--- config.mk ---
export PLATFORM = sky130hd
export DESIGN_NAME = dfh_scratch_walker
export DESIGN_NICKNAME = d
export VERILOG_FILES = /design/src/rtl/dfh_scratch_walker.sv
export SDC_FILE = /design/constraint.sdc
export NUM_CORES = 1
export LEC_CHECK = 0
export ABC_AREA = 1
export CAP_MARGIN = 20
export CELL_PAD_IN_SITES_DETAIL_PLACEMENT = 0
export CELL_PAD_IN_SITES_GLOBAL_PLACEMENT = 1
export CORE_MARGIN = 2
export CORE_UTILIZATION = 41
export CTS_CLUSTER_SIZE = 24
export DETAILED_ROUTE_END_ITERATION = 8
export GPL_ROUTABILITY_DRIVEN = 0
export PLACE_DENSITY = 0.85
export RECOVER_POWER = 100
export SYNTH_ARGS = -nofsm -noshare
export SYNTH_HDL_FRONTEND = slang
export SYNTH_SLANG_ARGS = --single-unit
export TNS_END_PERCENT = 5
--- constraint.sdc ---
create_clock -name clk -period 3.2 [get_ports clk]
set_input_delay 0.32 -clock clk [delete_from_list [all_inputs] [get_ports clk]]
set_output_delay 0.32 -clock clk [all_outputs]
set_load 0.01 [all_outputs]
--- src/rtl/dfh_scratch_walker.sv ---
// Walks a DFH chain over a single-outstanding CSR master and runs a scratch write/readback
// on every feature whose GUID is in GUID_TABLE. Define DFH_WALK_TIMEOUT_EN for the response watchdog.
module dfh_scratch_walker #(
  parameter int unsigned ADDR_W       = 20,
  parameter int unsigned NUM_GUIDS    = 8,
  parameter logic [NUM_GUIDS*128-1:0] GUID_TABLE    = '0,
  parameter logic [NUM_GUIDS*16-1:0]  SCRATCH_TABLE = '0,
  parameter int unsigned MAX_FEATURES = 32,
  parameter logic [63:0] PATTERN      = 64'h5A5A_0000_A5A5_0000,
  parameter int unsigned TIMEOUT_CYC  = 1024
) (
  input  logic              clk,
  input  logic              rst_n,
  input  logic              start,
  input  logic [ADDR_W-1:0] base_addr,
  output logic              busy,
  output logic              done,
  output logic              pass,
  output logic [2:0]        err_code,
  output logic [ADDR_W-1:0] err_addr,
  output logic [5:0]        match_cnt,
  output logic [5:0]        feat_cnt,
  output logic              csr_req_valid,
  input  logic              csr_req_ready,
  output logic              csr_req_write,
  output logic [ADDR_W-1:0] csr_req_addr,
  output logic [63:0]       csr_req_wdata,
  input  logic              csr_rsp_valid,
  input  logic [63:0]       csr_rsp_data
);

  localparam int unsigned OFF_W = 24;
  localparam int unsigned SUM_W = ((ADDR_W > OFF_W) ? ADDR_W : OFF_W) + 1;

  typedef enum logic [3:0] {
    IDLE, RD_DFH, RD_GL, RD_GH, LOOKUP, WR_SCR, RD_SCR, CHECK, NEXT, FIN
  } state_t;

  state_t              state_q, state_d;
  logic [ADDR_W-1:0]   cur_q, cur_d, scr_addr_q, scr_addr_d;
  logic [OFF_W-1:0]    next_off_q, next_off_d;
  logic                eol_q, eol_d, rd_pend_q, rd_pend_d;
  logic [63:0]         guid_l_q, guid_l_d, guid_h_q, guid_h_d, rdback_q, rdback_d;
  logic                busy_d, done_d, pass_d;
  logic [2:0]          err_code_d;
  logic [ADDR_W-1:0]   err_addr_d, req_addr_d, req_addr_c;
  logic [5:0]          match_cnt_d, feat_cnt_d;
  logic                req_valid_d, req_write_d;
  logic [63:0]         req_wdata_d;
  logic                fin_c, hit_c, ovf_c;
  logic [15:0]         scr_off_c;
  logic [SUM_W-1:0]    sum_c;

`ifdef DFH_WALK_TIMEOUT_EN
  logic [15:0]         tmo_q, tmo_d;
`else
  logic                tmo_unused;
  assign tmo_unused = ^TIMEOUT_CYC;
`endif

  // GUID table search; iterating downward leaves the lowest matching index
  always_comb begin
    hit_c     = 1'b0;
    scr_off_c = '0;
    for (int i = int'(NUM_GUIDS) - 1; i >= 0; i--) begin
      if ({guid_h_q, guid_l_q} == GUID_TABLE[128*i +: 128]) begin
        hit_c     = 1'b1;
        scr_off_c = SCRATCH_TABLE[16*i +: 16];
      end
    end
  end

  assign sum_c = SUM_W'(cur_q) + SUM_W'(next_off_q);
  assign ovf_c = |sum_c[SUM_W-1:ADDR_W];

  always_comb begin
    case (state_q)
      RD_DFH:  req_addr_c = cur_q;
      RD_GL:   req_addr_c = cur_q + ADDR_W'(8);
      RD_GH:   req_addr_c = cur_q + ADDR_W'(16);
      default: req_addr_c = scr_addr_q;
    endcase
  end

  // Next-state and next register values
  always_comb begin
    state_d     = state_q;
    cur_d       = cur_q;
    scr_addr_d  = scr_addr_q;
    next_off_d  = next_off_q;
    eol_d       = eol_q;
    rd_pend_d   = rd_pend_q;
    guid_l_d    = guid_l_q;
    guid_h_d    = guid_h_q;
    rdback_d    = rdback_q;
    busy_d      = busy;
    done_d      = 1'b0;
    pass_d      = pass;
    err_code_d  = err_code;
    err_addr_d  = err_addr;
    match_cnt_d = match_cnt;
    feat_cnt_d  = feat_cnt;
    req_valid_d = csr_req_valid;
    req_write_d = csr_req_write;
    req_addr_d  = csr_req_addr;
    req_wdata_d = csr_req_wdata;
    fin_c       = 1'b0;
`ifdef DFH_WALK_TIMEOUT_EN
    tmo_d       = tmo_q;
`endif

    case (state_q)
      IDLE: begin
        if (start) begin
          cur_d       = base_addr;
          match_cnt_d = '0;
          feat_cnt_d  = '0;
          err_code_d  = '0;
          err_addr_d  = '0;
          pass_d      = 1'b0;
          busy_d      = 1'b1;
          state_d     = RD_DFH;
        end
      end
      RD_DFH, RD_GL, RD_GH, WR_SCR, RD_SCR: begin
        if (!csr_req_valid && !rd_pend_q) begin
          req_valid_d = 1'b1;
          req_write_d = (state_q == WR_SCR);
          req_addr_d  = {req_addr_c[ADDR_W-1:3], 3'b000};
          if (state_q == WR_SCR) req_wdata_d = PATTERN ^ {58'b0, feat_cnt};
        end else if (csr_req_valid && csr_req_ready) begin
          req_valid_d = 1'b0;
          if (state_q == WR_SCR) state_d = RD_SCR;
          else rd_pend_d = 1'b1;
        end else if (rd_pend_q && csr_rsp_valid) begin
          rd_pend_d = 1'b0;
          case (state_q)
            RD_DFH: begin
              next_off_d = csr_rsp_data[39:16];
              eol_d      = csr_rsp_data[40];
              feat_cnt_d = (feat_cnt == 6'd63) ? feat_cnt : feat_cnt + 6'd1;
              state_d    = RD_GL;
            end
            RD_GL:   begin guid_l_d = csr_rsp_data; state_d = RD_GH;  end
            RD_GH:   begin guid_h_d = csr_rsp_data; state_d = LOOKUP; end
            default: begin rdback_d = csr_rsp_data; state_d = CHECK;  end
          endcase
        end
      end
      LOOKUP: begin
        if (hit_c) begin
          scr_addr_d = cur_q + ADDR_W'(scr_off_c);
          state_d    = WR_SCR;
        end else begin
          state_d = NEXT;
        end
      end
      CHECK: begin
        if (rdback_q == csr_req_wdata) begin
          match_cnt_d = (match_cnt == 6'd63) ? match_cnt : match_cnt + 6'd1;
          state_d     = NEXT;
        end else begin
          err_code_d = 3'd1;
          err_addr_d = scr_addr_q;
          fin_c      = 1'b1;
        end
      end
      NEXT: begin
        if (eol_q || (next_off_q == '0)) begin
          fin_c = 1'b1;
        end else if (ovf_c) begin
          err_code_d = 3'd3;
          err_addr_d = cur_q;
          fin_c      = 1'b1;
        end else if (32'(feat_cnt) == MAX_FEATURES) begin
          err_code_d = 3'd2;
          err_addr_d = cur_q;
          fin_c      = 1'b1;
        end else begin
          cur_d   = sum_c[ADDR_W-1:0];
          state_d = RD_DFH;
        end
      end
      FIN:     state_d = IDLE;
      default: state_d = IDLE;
    endcase

`ifdef DFH_WALK_TIMEOUT_EN
    // Watchdog counts every cycle a request waits for accept or a read waits for data
    if ((csr_req_valid && csr_req_ready) || (rd_pend_q && csr_rsp_valid)) begin
      tmo_d = '0;
    end else if (csr_req_valid || rd_pend_q) begin
      tmo_d = tmo_q + 16'd1;
      if (tmo_d == 16'(TIMEOUT_CYC)) begin
        tmo_d       = '0;
        err_code_d  = 3'd4;
        err_addr_d  = csr_req_addr;
        req_valid_d = 1'b0;
        rd_pend_d   = 1'b0;
        fin_c       = 1'b1;
      end
    end
`endif

    // Status and done are registered on the same edge that leaves the deciding state
    if (fin_c) begin
      state_d = FIN;
      busy_d  = 1'b0;
      done_d  = 1'b1;
      pass_d  = (err_code_d == 3'd0);
    end
  end

  always_ff @(posedge clk or negedge rst_n) begin
    if (!rst_n) begin
      state_q       <= IDLE;
      cur_q         <= '0;
      scr_addr_q    <= '0;
      next_off_q    <= '0;
      eol_q         <= 1'b0;
      rd_pend_q     <= 1'b0;
      guid_l_q      <= '0;
      guid_h_q      <= '0;
      rdback_q      <= '0;
      busy          <= 1'b0;
      done          <= 1'b0;
      pass          <= 1'b0;
      err_code      <= '0;
      err_addr      <= '0;
      match_cnt     <= '0;
      feat_cnt      <= '0;
      csr_req_valid <= 1'b0;
      csr_req_write <= 1'b0;
      csr_req_addr  <= '0;
      csr_req_wdata <= '0;
`ifdef DFH_WALK_TIMEOUT_EN
      tmo_q         <= '0;
`endif
    end else begin
      state_q       <= state_d;
      cur_q         <= cur_d;
      scr_addr_q    <= scr_addr_d;
      next_off_q    <= next_off_d;
      eol_q         <= eol_d;
      rd_pend_q     <= rd_pend_d;
      guid_l_q      <= guid_l_d;
      guid_h_q      <= guid_h_d;
      rdback_q      <= rdback_d;
      busy          <= busy_d;
      done          <= done_d;
      pass          <= pass_d;
      err_code      <= err_code_d;
      err_addr      <= err_addr_d;
      match_cnt     <= match_cnt_d;
      feat_cnt      <= feat_cnt_d;
      csr_req_valid <= req_valid_d;
      csr_req_write <= req_write_d;
      csr_req_addr  <= req_addr_d;
      csr_req_wdata <= req_wdata_d;
`ifdef DFH_WALK_TIMEOUT_EN
      tmo_q         <= tmo_d;
`endif
    end
  end

endmodule
### Word-level counts from Yosys, hierarchy flattened

Index checks and enable logic that the tools add are counted.

* equality and inequality tests: 34
* multiply operators: 0
* reductions and logical operators: 36
* div/mod/pow operators: 0
* mux-type cells: 59
* shifts and indexed selects: 0
* add/subtract/negate cells: 5
* magnitude comparators: 0
* bitwise gates (word level): 3

Operators with widths (count)
* 20-bit two-way mux: 9
* 128-bit logical NOT: 1
* 20-bit one-hot mux with 3 select lines: 2
* 64-bit by 63-bit equality test with 1-bit output: 1
* 6-bit two-way mux: 8
* 4-bit two-way mux: 11
* 20-bit one-hot mux with 2 select lines: 1
* 5-bit AND reduction: 6
* 2-bit != test (second input constant): 13
* 20-bit by 24-bit adder with 25-bit output: 1
* 24-bit logical NOT: 1
* 6-bit one-hot mux with 2 select lines: 2
* 3-bit != test (second input constant): 7
* 20-bit by 4-bit adder with 20-bit output (second input constant): 1
* 20-bit by 5-bit adder with 20-bit output (second input constant): 1
* 4-bit one-hot mux with 5 select lines: 1
* 6-bit equality test (second input constant): 3
* 3-bit one-hot mux with 3 select lines: 2
* 1-bit two-way mux: 17
* 4-bit by 3-bit equality test with 1-bit output (second input constant): 4
* 3-bit two-way mux: 5
* 2-bit nonzero test: 7
* 6-bit by 1-bit adder with 6-bit output (second input constant): 2
* 5-bit OR reduction: 2
* other kinds (18): 29

* output and inout port bits: 124
* ROM bits: 0
* memories: 0
* word-level logic and storage cells: 157
* flip-flop bits (word level): 326
* input bits: 89
* bits in latches: 0
* bits in writable memories: 0

### Logic depth before layout (Yosys ltp)

Gate-level depths: netlist of the first run.

* word-level depth: 7
* mapped depth: 19
* mapped depth without buffers: 19

### Worst setup path before layout of the first run

No wires, ideal clock.

* path kind: reg-to-reg
* from: register cur_q[0]
* to: register cur_q[18]
* required time: 3.082 ns
* clock period less this slack: 2.348 ns
* arrival: 2.230 ns
* cell stages (with the launch flop): 18
* setup slack: 0.852 ns
* setup time: 0.118 ns
* cells stage by stage: dfrtp_1 > ha_1 > fa_1 > nand2_1 > a21oi_2 > nand2_2 > nand2_2 > nand2_2 > nand3_1 > nand2_1 > nand2_1 > nor2_4 > nand3_2 > nand2_2 > nand4_4 > buf_6 > nand2_1 > o21ai_2

* longest elaborated chain between the ends: 5
* elaborated cells on any way between the ends: 8
* those cells by class: add/sub: 1; eq/ne: 1; mux: 4; reduce/logical: 2

Ends and longest elaborated chain
* start, declared: line 40 `logic [ADDR_W-1:0] cur_q, cur_d, scr_addr_q, scr_addr_d;`
* start signal, assigned: line 241 `cur_q <= cur_d;`
* 20-bit by 24-bit adder with 25-bit output (*): line 73 `assign sum_c = SUM_W'(cur_q) + SUM_W'(next_off_q);`
* 20-bit two-way mux: line 175 `end else if (32'(feat_cnt) == MAX_FEATURES) begin`
* 20-bit two-way mux: line 171 `end else if (ovf_c) begin`
* 20-bit two-way mux: line 169 `if (eol_q || (next_off_q == '0)) begin`
* 20-bit one-hot mux with 2 select lines: line 112 `case (state_q)`

Every way passes the cells marked *; elsewhere a longest branch is shown, timed or not. The select of a mux whose other input is x is not followed.
A chain may end at the register's enable or synchronous reset.

### Worst setup path after layout of the first run

* from: register cur_q[0]
* to: register cur_q[16]

The elaborated chain is that of the path after synthesis.

==> metrics.md, run 1 <==
| Metric | Value |
|---|---|
| Outcome | finished, violations left |
| Violated checks | max-capacitance violations, max-slew violations |
| Setup_tns | 0 ns |
| DRC Markers | 0 |
| DPL Wire Length | 31200 µm |
| Slowest cell on crit path | dfrtp_1 |
| Std-Cell Rows | 72 |
| Cells after Synth | 1992 |
| Top cells by count, synth | nand2_1, dfrtp_1, o21ai_0, inv_1, nor2_1 |
| Final Cell Area | 19100 µm² |
| Post-synthesis sequential area ratio | 0.507 |
| # IOs | 213 |
| Min-Delay Path Class | in -> reg |
| Unrepaired setup endpoints after global routing | no |
| Max frequency | 351 MHz |
| Final setup skew | 0.0122 ns |
| Worst VDD drop | 468 µV |
| Pins Over Slew Limit | 85 |
| Vias in the first global route | 13.0k |
| Tcrit/Tclk final | 0.891 |
| Area share of the largest cell type after synthesis | 0.507 |
| Synthesis Warnings | 0 |
| Final Hold Viols | 0 |
| Internal | 0.0108 W |
| Arrival time worst endpoint | 3.24 ns |
| Rel. slew slack | -0.482 |
| Total Nets Final | 2249 |
| Die Area | 40800 µm² |
| TritonCTS Buffers | 35 |
| Syn-to-layout area delta | 18.5% |
| Top-count cell post-synth | nand2_1 |
| Final Util | 0.493 |
| Combinational share of power | 0.365 |
| # diodes | 0 |
| Worst Tran Pin Value | 2.22 ns |
| Clock slew at reported path FFs | 0.06 ns |
| Die span in y | 202 µm |
| CP Max Fanout | 40 |
| Clk root buf | clkbuf_16 |
| CP dominant cell by count | nand2_1 |
| Clock power frac | 0.230 |
| Synth cell types | 52 |
| Clk sinks | 326 |
| Initial antenna violation count | 0 |
| Fill cell count | 3770 |
| Setup violators final | 0 |
| First-pass GRT wire length | 67600 µm |
| Via/cell ratio | 5.02 |
| Vias | 13.4k |
| Ys async rst share | 1.00 |
| Placed Area | 18100 µm² |
| Critical path required time | 3.59 ns |
| CP max stage delay | 0.41 ns |
| Syn Std Cell Area | 16100 µm² |
| Share of post-route cells with drive strength above 1 | 0.0519 |
| Core area | 38600 µm² |
| Starting DRT DRC Count | 882 |
| Max cap viols | 1 |
| Crit Path Category | reg -> reg |
| Worst-path cell chain | ha_1 > fa_1 > nand2_1 > a21oi_2 > nand2_2 > nand2_2 > nand2_1 > nand3_1 > nand2_1 > nand2_1 > nor2_4 > nand3_1 > nand2_2 > nand4_4 > buf_4 > nand2_1 > o21ai_0 |
| Die X-Extent | 202 µm |
| Total global routing track utilization | 0.206 |
| Clock latency on the worst-skew pair | 0.53 ns |
| Initial Util | 0.416 |
| Clock period minus worst slack | 2.85 ns |
| Flops & latches, synth | 326 |
| Total power | 0.0176 W |
| Largest net degree at the start of global routing | 129 |
| Critical path launch point type | register |
| Post-synth top flop | dfrtp_1 |
| Post-DRT Antenna Nets | 0 |
| PwrDens | 923 nW/µm² |
| Part of the power in registers | 0.405 |
| Final wirelength | 41900 µm |
| Yosys top cell by area | dfrtp_1 |
| Pre-antenna DRT Iters | 7 |
| Crit. End Element | register |
| Psw | 0.00681 W |
| CTS max path bufs | 3 |
| Hold_ws | 0.383 ns |
| CTS tree | done |
| Synth Area per Inst | 8.07 µm² |
| EDFF count, synth | 0 |
| GR Overflow Total | 0 |
| IO Port Bufs | 167 |
| Area contributors post-synth | dfrtp_1, nand2_1, o21ai_0, inv_1, buf_4 |
| CTS H-tree depth | 2 |
| WL/cell | 15.7 µm |
| Sw Ratio | 0.387 |
| Pleak | 9.47 nW |
## placed cells by master (no fill, tap or decap), types with 4 or more instances in the layout
| master | netlist | routed |
|---|---|---|
| a211oi_1 | 4 | 4 |
| a21oi_1 | 49 | 49 |
| a31oi_1 | 6 | 6 |
| buf_4 | 61 | 14 |
| clkbuf_1 | 57 | 12 |
| clkbuf_16 | 0 | 35 |
| clkbuf_2 | 0 | 8 |
| clkbuf_8 | 0 | 7 |
| clkdlybuf4s50_1 | 0 | 87 |
| clkinv_2 | 0 | 5 |
| conb_1 | 1 | 45 |
| dfrtp_1 | 326 | 326 |
| dlygate4sd3_1 | 0 | 80 |
| ha_1 | 25 | 25 |
| inv_1 | 210 | 211 |
| inv_2 | 10 | 9 |
| nand2_1 | 577 | 576 |
| nand2_2 | 5 | 4 |
| nand3_1 | 61 | 62 |
| nand4_1 | 27 | 27 |
| nor2_1 | 96 | 97 |
| nor3_1 | 11 | 11 |
| nor4_1 | 41 | 41 |
| o211ai_1 | 4 | 4 |
| o21ai_0 | 311 | 333 |
| o22ai_1 | 5 | 5 |
| or2_2 | 10 | 10 |
| xor2_1 | 5 | 5 |
## power by group through the flow
stage / clock (W) / sequential, W / combinational (W)
after floorplan: 0 / 0.00693 / 0.00460
after global placement: 0 / 0.00711 / 0.00660
after detailed placement: 0 / 0.00718 / 0.00673
after CTS: 0.00413 / 0.00713 / 0.00677
after global routing: 0.00431 / 0.00737 / 0.00734
final: 0.00405 / 0.00713 / 0.00641
## cell type report
type / count / area, µm² / area share
Sequential cell: 326 / 8160 / 0.428
Multi-Input combinational cell: 1354 / 6410 / 0.337
Timing Repair Buffer: 196 / 1860 / 0.0977
Clock buffer: 50 / 1000 / 0.0526
Inverter: 221 / 830 / 0.0435
Tap cell: 518 / 648 / 0.0340
Clock inverter: 10 / 148 / 0.00775
## stage by stage
step	instances	setup WS, ns
finish	2675	0.348
global route	2675	0.108
CTS	2675	0.354
detailed placement	2614	0.385
global placement	2614	0.489
floorplan	2036	0.852
## final timing paths
path / depth (start not counted) / endpoint / slack [ns] / startpoint
max in group asynchronous: 3 / guid_h_q[48] / 0.53 / rst_n
worst min-delay path: 3 / guid_l_q[56] / 0.38 / csr_rsp_data[56]
worst max-delay path: 17 / cur_q[16] / 0.35 / cur_q[0]
worst min register to register: 2 / err_addr[16] / 0.46 / err_addr[16]
min in group asynchronous: 2 / csr_req_addr[19] / 0.94 / rst_n
worst max register to register: 17 / cur_q[16] / 0.35 / cur_q[0]
## routing by layer
metal,global-route usage,wire (µm)
met1,0.278,18900
met2,0.344,19900
met3,0.0248,1940
met4,0.0675,1170
met5,0,0
## critical path: cells and delay by family (launching register included)
kind | cells | cell delay [ns]
and+or+nand+nor | 12 | 1.17
adders and majority gates | 2 | 0.67
DFF | 1 | 0.41
buffers and inverters | 1 | 0.25
AOI/OAI and AO/OA | 2 | 0.20
## timing repair
item | in CTS | in global routing
endpoints found under the hold margin | 78 | 0
resized for setup | 0 | 0
hold buffers | 1 | 0
buffers inserted | 0 | 0
## state kept, by name, summed over array words and instances (netlist names)
signal and flops:
busy 1, err_code 3, cur_q 20, csr_req_addr 17
feat_cnt 6, csr_req_wdata 7, rdback_q 64, guid_l_q 64
eol_q 1, scr_addr_q 20, pass 1, match_cnt 6
state_q 4, done 1, err_addr 20, next_off_q 24
guid_h_q 64, rd_pend_q 1, csr_req_write 1, csr_req_valid 1
## cells by family (layout without fill, tap and decap cells)
logic type	after synthesis	count (layout)	synth area share
AND/OR/NAND/NOR	840	840	0.219
other	1	45	0.000233
adder cells (fa/ha/maj)	26	26	0.0207
AO/OA/AOI/OAI	432	432	0.147
flip-flops	326	326	0.507
multiplexers	3	3	0.00187
XOR/XNOR	8	8	0.00436
buffers and inverters	356	477	0.0999
Note: power is estimated with default switching activity, not from simulation.
==> run 2, diff against run 1 <==
- SETUP_SLACK_MARGIN: not set -> 0.05
==> results of run 2 <==
No change in the layout: final DEF, timing and power equal those of run 1.
